<file path="src/rtl/vx_split_join_ctrl_if.sv">
// Scheduler/stack-facing signal bundle of the split/join divergence controller.
// master = scheduler + IPDOM stack side, slave = the controller itself.
interface vx_split_join_ctrl_if #(
    parameter int NUM_THREADS = 4,
    parameter int PC_W        = 32
);
    localparam int STK_W = NUM_THREADS + PC_W;

    logic                   req_valid_i;
    logic                   req_ready_o;
    logic                   req_is_join_i;
    logic [NUM_THREADS-1:0] req_tmask_i;
    logic [NUM_THREADS-1:0] req_pred_i;
    logic [PC_W-1:0]        req_else_pc_i;

    logic                   stk_push_o;
    logic                   stk_pop_o;
    logic                   stk_pair_o;
    logic [STK_W-1:0]       stk_q1_o;
    logic [STK_W-1:0]       stk_q2_o;
    logic [STK_W-1:0]       stk_d_i;
    logic                   stk_index_i;
    logic                   stk_empty_i;
    logic                   stk_full_i;

    logic                   upd_valid_o;
    logic [NUM_THREADS-1:0] upd_tmask_o;
    logic                   upd_pc_valid_o;
    logic [PC_W-1:0]        upd_pc_o;
    logic                   err_ovf_o;
    logic                   err_unf_o;

    modport master (
        output req_valid_i, req_is_join_i, req_tmask_i, req_pred_i, req_else_pc_i,
        output stk_d_i, stk_index_i, stk_empty_i, stk_full_i,
        input  req_ready_o, stk_push_o, stk_pop_o, stk_pair_o, stk_q1_o, stk_q2_o,
        input  upd_valid_o, upd_tmask_o, upd_pc_valid_o, upd_pc_o, err_ovf_o, err_unf_o
    );

    modport slave (
        input  req_valid_i, req_is_join_i, req_tmask_i, req_pred_i, req_else_pc_i,
        input  stk_d_i, stk_index_i, stk_empty_i, stk_full_i,
        output req_ready_o, stk_push_o, stk_pop_o, stk_pair_o, stk_q1_o, stk_q2_o,
        output upd_valid_o, upd_tmask_o, upd_pc_valid_o, upd_pc_o, err_ovf_o, err_unf_o
    );
endinterface

</file>
<file path="src/rtl/vx_split_join_ctrl.sv">
// Per-warp split/join controller: turns scheduler divergence requests into IPDOM
// stack push/pop traffic and returns the resulting thread mask / PC.
//
//  state  | meaning
//  S_IDLE | ready for a request; accept registers the request fields
//  S_PUSH | split: push strobe (or overflow), result computed
//  S_POP  | join: pop strobe (or underflow), stack top sampled pre-pop
//  S_RESP | one-cycle upd_valid pulse to the scheduler
module vx_split_join_ctrl #(
    parameter int NUM_THREADS = 4,
    parameter int PC_W        = 32
) (
    input logic                 clk_i,
    input logic                 rst_ni,
    vx_split_join_ctrl_if.slave bus
);
    localparam int STK_W = NUM_THREADS + PC_W;

    typedef enum logic [1:0] {
        S_IDLE = 2'd0,
        S_PUSH = 2'd1,
        S_POP  = 2'd2,
        S_RESP = 2'd3
    } state_t;

    state_t                 r_state;
    state_t                 w_state_nxt;
    logic                   w_accept;

    logic [NUM_THREADS-1:0] r_tmask;
    logic [NUM_THREADS-1:0] r_pred;
    logic [PC_W-1:0]        r_else_pc;

    logic [NUM_THREADS-1:0] w_taken;
    logic [NUM_THREADS-1:0] w_els;
    logic                   w_div;

    logic                   w_push;
    logic                   w_pop;
    logic                   w_pair;
    logic [STK_W-1:0]       w_q1;
    logic [STK_W-1:0]       w_q2;

    logic [NUM_THREADS-1:0] r_upd_tmask;
    logic [NUM_THREADS-1:0] w_upd_tmask;
    logic                   r_upd_pc_valid;
    logic                   w_upd_pc_valid;
    logic [PC_W-1:0]        r_upd_pc;
    logic [PC_W-1:0]        w_upd_pc;

    logic                   r_err_ovf;
    logic                   r_err_unf;
    logic                   w_set_ovf;
    logic                   w_set_unf;

    assign w_accept = (r_state == S_IDLE) && bus.req_valid_i;
    assign w_taken  = r_tmask & r_pred;
    assign w_els    = r_tmask & ~r_pred;
    assign w_div    = (|w_taken) && (|w_els);

    always_ff @(posedge clk_i or negedge rst_ni) begin
        if (!rst_ni) begin
            r_state <= S_IDLE;
        end else begin
            r_state <= w_state_nxt;
        end
    end

    // Strobes are decoded straight from state so an async reset drops them in the same cycle.
    always_comb begin
        w_state_nxt    = r_state;
        w_push         = 1'b0;
        w_pop          = 1'b0;
        w_pair         = 1'b0;
        w_q1           = '0;
        w_q2           = '0;
        w_upd_tmask    = r_upd_tmask;
        w_upd_pc_valid = r_upd_pc_valid;
        w_upd_pc       = r_upd_pc;
        w_set_ovf      = 1'b0;
        w_set_unf      = 1'b0;
        case (r_state)
            S_IDLE: begin
                if (bus.req_valid_i) begin
                    w_state_nxt = bus.req_is_join_i ? S_POP : S_PUSH;
                end
            end
            S_PUSH: begin
                w_state_nxt    = S_RESP;
                w_upd_pc_valid = 1'b0;
                w_upd_pc       = '0;
                if (bus.stk_full_i) begin
                    w_set_ovf   = 1'b1;
                    w_upd_tmask = r_tmask;
                end else begin
                    w_push      = 1'b1;
                    w_pair      = w_div;
                    w_q1        = {r_tmask, {PC_W{1'b0}}};
                    w_q2        = w_div ? {w_els, r_else_pc} : '0;
                    w_upd_tmask = w_div ? w_taken : r_tmask;
                end
            end
            S_POP: begin
                w_state_nxt = S_RESP;
                if (bus.stk_empty_i) begin
                    w_set_unf      = 1'b1;
                    w_upd_tmask    = r_tmask;
                    w_upd_pc_valid = 1'b0;
                    w_upd_pc       = '0;
                end else begin
                    w_pop          = 1'b1;
                    w_upd_tmask    = bus.stk_d_i[STK_W-1:PC_W];
                    w_upd_pc       = bus.stk_d_i[PC_W-1:0];
                    w_upd_pc_valid = ~bus.stk_index_i;
                end
            end
            S_RESP: begin
                w_state_nxt = S_IDLE;
            end
            default: begin
                w_state_nxt = S_IDLE;
            end
        endcase
    end

    always_ff @(posedge clk_i or negedge rst_ni) begin
        if (!rst_ni) begin
            r_tmask   <= '0;
            r_pred    <= '0;
            r_else_pc <= '0;
        end else if (w_accept) begin
            r_tmask   <= bus.req_tmask_i;
            r_pred    <= bus.req_pred_i;
            r_else_pc <= bus.req_else_pc_i;
        end
    end

    always_ff @(posedge clk_i or negedge rst_ni) begin
        if (!rst_ni) begin
            r_upd_tmask    <= '0;
            r_upd_pc_valid <= 1'b0;
            r_upd_pc       <= '0;
            r_err_ovf      <= 1'b0;
            r_err_unf      <= 1'b0;
        end else begin
            r_upd_tmask    <= w_upd_tmask;
            r_upd_pc_valid <= w_upd_pc_valid;
            r_upd_pc       <= w_upd_pc;
            r_err_ovf      <= r_err_ovf | w_set_ovf;
            r_err_unf      <= r_err_unf | w_set_unf;
        end
    end

    assign bus.req_ready_o    = (r_state == S_IDLE);
    assign bus.stk_push_o     = w_push;
    assign bus.stk_pop_o      = w_pop;
    assign bus.stk_pair_o     = w_pair;
    assign bus.stk_q1_o       = w_q1;
    assign bus.stk_q2_o       = w_q2;
    assign bus.upd_valid_o    = (r_state == S_RESP);
    assign bus.upd_tmask_o    = r_upd_tmask;
    assign bus.upd_pc_valid_o = r_upd_pc_valid;
    assign bus.upd_pc_o       = r_upd_pc;
    assign bus.err_ovf_o      = r_err_ovf;
    assign bus.err_unf_o      = r_err_unf;
endmodule
</file>
<file path="src/flat_wrapper.sv">
// flat-port wrapper written by rule: the top's interface ports become plain ports
module vx_split_join_ctrl_flat 
#(
    parameter int NUM_THREADS = 4,
    parameter int PC_W        = 32
)
  (clk_i, rst_ni, bus_req_valid_i, bus_req_is_join_i, bus_req_tmask_i, bus_req_pred_i, bus_req_else_pc_i, bus_stk_d_i, bus_stk_index_i, bus_stk_empty_i, bus_stk_full_i, bus_req_ready_o, bus_stk_push_o, bus_stk_pop_o, bus_stk_pair_o, bus_stk_q1_o, bus_stk_q2_o, bus_upd_valid_o, bus_upd_tmask_o, bus_upd_pc_valid_o, bus_upd_pc_o, bus_err_ovf_o, bus_err_unf_o);
  vx_split_join_ctrl_if #(.NUM_THREADS(NUM_THREADS), .PC_W(PC_W)) bus_i ();
  input logic clk_i;
  input logic rst_ni;
  input wire logic [$bits(bus_i.req_valid_i)-1:0] bus_req_valid_i;
  input wire logic [$bits(bus_i.req_is_join_i)-1:0] bus_req_is_join_i;
  input wire logic [$bits(bus_i.req_tmask_i)-1:0] bus_req_tmask_i;
  input wire logic [$bits(bus_i.req_pred_i)-1:0] bus_req_pred_i;
  input wire logic [$bits(bus_i.req_else_pc_i)-1:0] bus_req_else_pc_i;
  input wire logic [$bits(bus_i.stk_d_i)-1:0] bus_stk_d_i;
  input wire logic [$bits(bus_i.stk_index_i)-1:0] bus_stk_index_i;
  input wire logic [$bits(bus_i.stk_empty_i)-1:0] bus_stk_empty_i;
  input wire logic [$bits(bus_i.stk_full_i)-1:0] bus_stk_full_i;
  output wire logic [$bits(bus_i.req_ready_o)-1:0] bus_req_ready_o;
  output wire logic [$bits(bus_i.stk_push_o)-1:0] bus_stk_push_o;
  output wire logic [$bits(bus_i.stk_pop_o)-1:0] bus_stk_pop_o;
  output wire logic [$bits(bus_i.stk_pair_o)-1:0] bus_stk_pair_o;
  output wire logic [$bits(bus_i.stk_q1_o)-1:0] bus_stk_q1_o;
  output wire logic [$bits(bus_i.stk_q2_o)-1:0] bus_stk_q2_o;
  output wire logic [$bits(bus_i.upd_valid_o)-1:0] bus_upd_valid_o;
  output wire logic [$bits(bus_i.upd_tmask_o)-1:0] bus_upd_tmask_o;
  output wire logic [$bits(bus_i.upd_pc_valid_o)-1:0] bus_upd_pc_valid_o;
  output wire logic [$bits(bus_i.upd_pc_o)-1:0] bus_upd_pc_o;
  output wire logic [$bits(bus_i.err_ovf_o)-1:0] bus_err_ovf_o;
  output wire logic [$bits(bus_i.err_unf_o)-1:0] bus_err_unf_o;
  assign bus_i.req_valid_i = bus_req_valid_i;
  assign bus_i.req_is_join_i = bus_req_is_join_i;
  assign bus_i.req_tmask_i = bus_req_tmask_i;
  assign bus_i.req_pred_i = bus_req_pred_i;
  assign bus_i.req_else_pc_i = bus_req_else_pc_i;
  assign bus_i.stk_d_i = bus_stk_d_i;
  assign bus_i.stk_index_i = bus_stk_index_i;
  assign bus_i.stk_empty_i = bus_stk_empty_i;
  assign bus_i.stk_full_i = bus_stk_full_i;
  assign bus_req_ready_o = bus_i.req_ready_o;
  assign bus_stk_push_o = bus_i.stk_push_o;
  assign bus_stk_pop_o = bus_i.stk_pop_o;
  assign bus_stk_pair_o = bus_i.stk_pair_o;
  assign bus_stk_q1_o = bus_i.stk_q1_o;
  assign bus_stk_q2_o = bus_i.stk_q2_o;
  assign bus_upd_valid_o = bus_i.upd_valid_o;
  assign bus_upd_tmask_o = bus_i.upd_tmask_o;
  assign bus_upd_pc_valid_o = bus_i.upd_pc_valid_o;
  assign bus_upd_pc_o = bus_i.upd_pc_o;
  assign bus_err_ovf_o = bus_i.err_ovf_o;
  assign bus_err_unf_o = bus_i.err_unf_o;
  vx_split_join_ctrl #(.NUM_THREADS(NUM_THREADS), .PC_W(PC_W)) u_core (.clk_i(clk_i), .rst_ni(rst_ni), .bus(bus_i));
endmodule
</file>
<file path="config.mk">
export PLATFORM = sky130hd
export DESIGN_NAME = vx_split_join_ctrl_flat
export DESIGN_NICKNAME = d
export VERILOG_FILES = /design/src/rtl/vx_split_join_ctrl_if.sv /design/src/rtl/vx_split_join_ctrl.sv /design/src/flat_wrapper.sv
export SDC_FILE = /design/constraint.sdc
export NUM_CORES = 1
export LEC_CHECK = 0
export ABC_AREA = 1
export ABC_CLOCK_PERIOD_IN_PS = 1800
export BUFFER_PORTS_ARGS = -buffer_cell sky130_fd_sc_hd__buf_2
export CORE_MARGIN = 2
export CORE_UTILIZATION = 40
export CTS_BUF_LIST = sky130_fd_sc_hd__clkbuf_8 sky130_fd_sc_hd__clkbuf_16
export DETAILED_ROUTE_END_ITERATION = 6
export PLACE_DENSITY_LB_ADDON = 0.15
export SYNTH_ARGS = -nofsm -noshare
export SYNTH_HDL_FRONTEND = slang
export SYNTH_SLANG_ARGS = --single-unit
</file>
<file path="constraint.sdc">
create_clock -name clk_i -period 1.8 [get_ports clk_i]
set_input_delay 0.36 -clock clk_i [delete_from_list [all_inputs] [get_ports clk_i]]
set_output_delay 0.36 -clock clk_i [all_outputs]
set_load 0.01 [all_outputs]
</file>
### Word level (Yosys, flattened, before mapping)

Index checks and enable logic that the tools add are counted.
Widths: inputs -> output; s select.

* bits in registers: 81
* bits of input ports: 83
* output and inout bits: 116
* word-level logic and storage cells: 52

* eq/ne operators: 4
* mux-type cells: 26
* bitwise gates (word level): 6
* reduce and logical (&&, ||, !) cells: 7

Operators with widths (count)
* $mux 36: 5
* $pmux 32 s2: 1
* $mux 32: 1
* $mux 4: 3
* $mux 1: 11
* $and 4x4->4: 2
* $pmux 4 s2: 1
* $reduce_or 4->1: 2
* $pmux 2 s3: 1
* $eq 2x2->1 const B: 2
* $mux 2: 2
* $not 4->4: 1
* $eq 2x1->1 const B: 1
* $logic_and 1x1->1: 2
* $logic_not 2->1: 1
* $ne 2x2->1 const B: 1
* $or 1x1->1: 2
* $pmux 1 s2: 1
* $reduce_bool 2->1: 1
* $reduce_or 2->1: 1
* $not 1->1: 1

### Logic depth before layout (Yosys ltp)

* word-level depth: 7
* mapped depth: 8
* depth with buffers taken out: 8

### Worst setup path after synthesis

No wires, ideal clock.

* path type: reg2out
* from: reg u_core.r_state[1]
* to: out bus_stk_q2_o[32]
* arrival time: 1323 ps
* required time: 1440 ps
* slack: 117 ps
* stages on the path, launching flop included: 7
* path buffers: 0
* path through: dfrtp_1 inv_1 ha_1 inv_1 nor2_2 inv_1 nor3b_1

* cells in the longest elaborated chain, start to end: 2

RTL lines
* start, declared: line vx_split_join_ctrl.sv:26 `state_t r_state;`
* start signal, assigned: line vx_split_join_ctrl.sv:65 `r_state <= w_state_nxt;`
* $eq 2x1->1: line vx_split_join_ctrl.sv:82 `case (r_state)`
* $mux 36: line vx_split_join_ctrl.sv:82
* end, declared: line flat_wrapper.sv:25 `output wire logic [$bits(bus_i.stk_q2_o)-1:0] bus_stk_q2_o;`

No other way between the ends.

### Worst setup path in the final report

* from: reg u_core.r_state[1]
* to: out bus_stk_q2_o[1]

Same word-level chain as after synthesis.

==> impl_results.md <==
- Final core occ: 0.551
- Total CTS buffers: 9
- Worst Hold Class: input port to flip-flop
- Antenna viol nets, final: 0
- Clock transition at path regs: 0.07 ns
- CP max FO: 25
- Layout Skew: 0.00767 ns
- WL/cell: 12.2 um
- Most frequent cell after synthesis: nand2_1
- Number of flops mapped to enable cells by yosys: 0
- Max Root-Sink Buffers: 2
- LEAKAGE: 0.00286 uW
- Hold slack: 0.197 ns
- Max incr delay on CP: roughly 0.40 ns
- Tmin final: 2.07 ns
- Total GRT Usage: 0.178
- Post-synth top cells: nand2_1 (126), dfrtp_1 (81), o21ai_0 (76)
- Crit-path most repeated cell: inv_2
- Hold path cells: 2
- Register area share after synthesis: 0.511
- # setup viols final: 42
- DR vias/cell: 4.38
- Total power: just over 8000 uW
- Post-DP HPWL: 6720 um
- Ys Warns: 0
- Share of post-route cells with drive strength above 1: 0.390
- Reg2Reg Depth: 8
- Antenna diodes: 0
- Status: finished, violations left
- Critical path required time: 1.44 ns
- Final Cycle Share: 1.15
- Syn avg cell area: 8.40 um2
- Post-layout net count: 736
- Setup TNS: -8.83 ns
- Min-Delay Endpoint: u_core.bus.upd_pc_valid_o
- Height of the die: 104 um
- Syn-to-layout area delta: 34.5%
- I/O Buffers: 166
- Clock Tree Root: clkbuf_8
- Critical path class: flip-flop to output pin
- CP cell instances: inv_2 -> ha_4 -> inv_2 -> nor2_4 -> nand3_4 -> buf_12 -> nor2_2 -> buf_2
- Ports: 199
- Syn Std Cell Area: around 4000 um2
- Rows: 36
- RSZ-0062 raised after global routing: yes
- Worst Setup Start Kind: flip-flop
- Initial Util: 0.409
- Core area: around 9700 um2
- Die ar.: 10700 um2
- Peak supply drop: approximately 0.00057 V
- DIE WIDTH: ~100 um
- Vias: around 3400
- Slew headroom: 0.665
- Congestion Overflow GR: 0
- Gpl congestion: 0.784
- PwrDens: 1550 nW/um2
- Distinct cells, synth: 26
- CP max stage cell: dfrtp_1
- Area contributors post-synth: dfrtp_1 (51%), nand2_1 (12%), o21ai_0 (9.6%), buf_4 (6.1%), inv_1 (4.8%)
- # H-tree levels: 3
- CP arrival: about 1.7 ns
- F_max: 484 MHz
- HP Start: bus_stk_index_i
- Yosys reg bits: 81
- Final WL: approximately 9600 um
- First-pass GRT wire length: 15500 um
- Final Max Slew Viols: 0
- Reg2reg setup slack: 0.18 ns
- Initial antenna violation count: 1
- Setup ws final: -0.266 ns
- Pin count of the biggest net entering global routing: 82
- Worst skew pair latency: between 0.3 and 0.4 ns
- R2R Path End: u_core.bus.upd_pc_o[16]
- Initial DRC count: between 100 and 150
- Clock sink count: 81
- Final Hold Vio Count: 0
- Vias in the first global route: 3177
- Setup crit end kind: output pin
- CTS tree: built
- Primary FF master, synth: dfrtp_1
- Failing checks: negative setup slack
- Share of the synthesized area in the top cell type: 0.511
- # DRC: 0
- Synth Instances: roughly 470
- Measured slew at the worst slew-check pin: between 0.5 and 0.6 ns
- RR Startpoint: u_core.r_state[1]
- Post-synth top area cell: dfrtp_1
- Pre-CTS WS: 0.0283 ns
- Maxcap violations: 0
- DR pass1 iterations: 4
- Async SR Flop Fraction: 1.00
[stage by stage]
| step | cells | cell area, um2 |
|---|---|---|
| 2_1_floorplan | 503 | 4080 |
| 4_1_cts | 783 | 5230 |
| 5_1_grt | 787 | 5330 |
| 3_3_place_gp | 759 | 4860 |
| 3_5_place_dp | 759 | 4860 |
| 6_report | 787 | 5330 |
[worst max path at each step]
stage / startpoint / end / slack, ns / depth (start not counted)
floorplan: u_core.r_state[1] / bus_stk_q2_o[32] / 0.12 / 6
global placement: u_core.r_state[1] / bus_stk_q2_o[4] / 0.07 / 8
detailed placement: u_core.r_state[1] / bus_stk_q2_o[4] / 0.03 / 8
CTS: u_core.r_state[1] / bus_stk_q2_o[13] / -0.32 / 8
global route: u_core.r_state[1] / bus_stk_q2_o[21] / -0.40 / 8
finish: u_core.r_state[1] / bus_stk_q2_o[1] / -0.27 / 8
[timing repair]
item	in CTS	in global routing
hold endpoints to repair	34	0
hold buffers	1	0
pin swaps	3	1
cloned	1	0
setup endpoints to repair	43	44
setup buffers	6	4
resized for setup	25	18
[layer usage]
metal,vias to the layer above,track usage,wire length [um]
li1,1741,-,-
met1,1554,0.247,4370
met2,142,0.267,4340
met3,10,0.0453,759
met4,2,0.0724,85
met5,-,0,13
[logic make-up (layout without fill, tap and decap cells)]
logic type      Yosys count  after routing  share of synthesized area
simple gates            190            190                      0.221
buf+inv                 109            260                      0.142
flops                    81             81                      0.511
other cells               1             32                   0.000946
fa+ha+maj                 4              4                     0.0126
compound gates           87             87                      0.112
[layout make-up]
cell class / instances / area (um2)
inverters: 55 / 210
clock buffers: 13 / 179
well taps: 133 / 166
flip-flops and latches: 81 / 2030
multi-input cells: 313 / 1560
fillers: 937 / 4350
repair buffers: 189 / 1180
clock inverters: 3 / 15.0
[critical path, delay by kind of cell, from the launching register on]
kind,cells,cell delay [ns]
and+or+nand+nor,3,0.36
adders and majority gates,1,0.13
buffers and inverters,4,0.47
DFF,1,0.40
[where the power goes]
| group | internal, uW | switching, uW | leakage (uW) | total [uW] |
|---|---|---|---|---|
| clock | 643 | 625 | 0.000104 | 1270 |
| sequential | 2600 | 340 | 0.00103 | 2940 |
| combinational | 1560 | 2520 | 0.00172 | 4080 |
[sequential cells by signal (all words and copies together), names as in the netlist]
signal and count:
u_core.r_state 2, u_core.bus.err_ovf_o 1, u_core.r_else_pc 32, u_core.r_tmask 4
u_core.bus.upd_pc_o 32, u_core.bus.err_unf_o 1, u_core.r_pred 4, u_core.bus.upd_tmask_o 4
u_core.bus.upd_pc_valid_o 1
[placed cells by master, fill, tap and decap left out]
cell type        n
nand2_2          2
nor2_4          12
or2_1            1
dfrtp_1         81
nand3_1          7
clkbuf_8        13
nor3b_1          1
dlygate4sd3_1    1
o21ai_0         76
buf_4           17
a21o_1           1
buf_6           14
nor2_1          18
inv_1           46
nand2_4          2
nand2_1        124
clkinv_2         1
inv_4            1
conb_1          32
buf_2          151
a21oi_1          8
buf_12           5
o211ai_1         1
buf_16           1
inv_2            9
o31ai_1          1
clkinvlp_4       1
nand3_4          1
nor2_2          22
ha_4             3
ha_1             1
(Power assumes the default switching activity.)
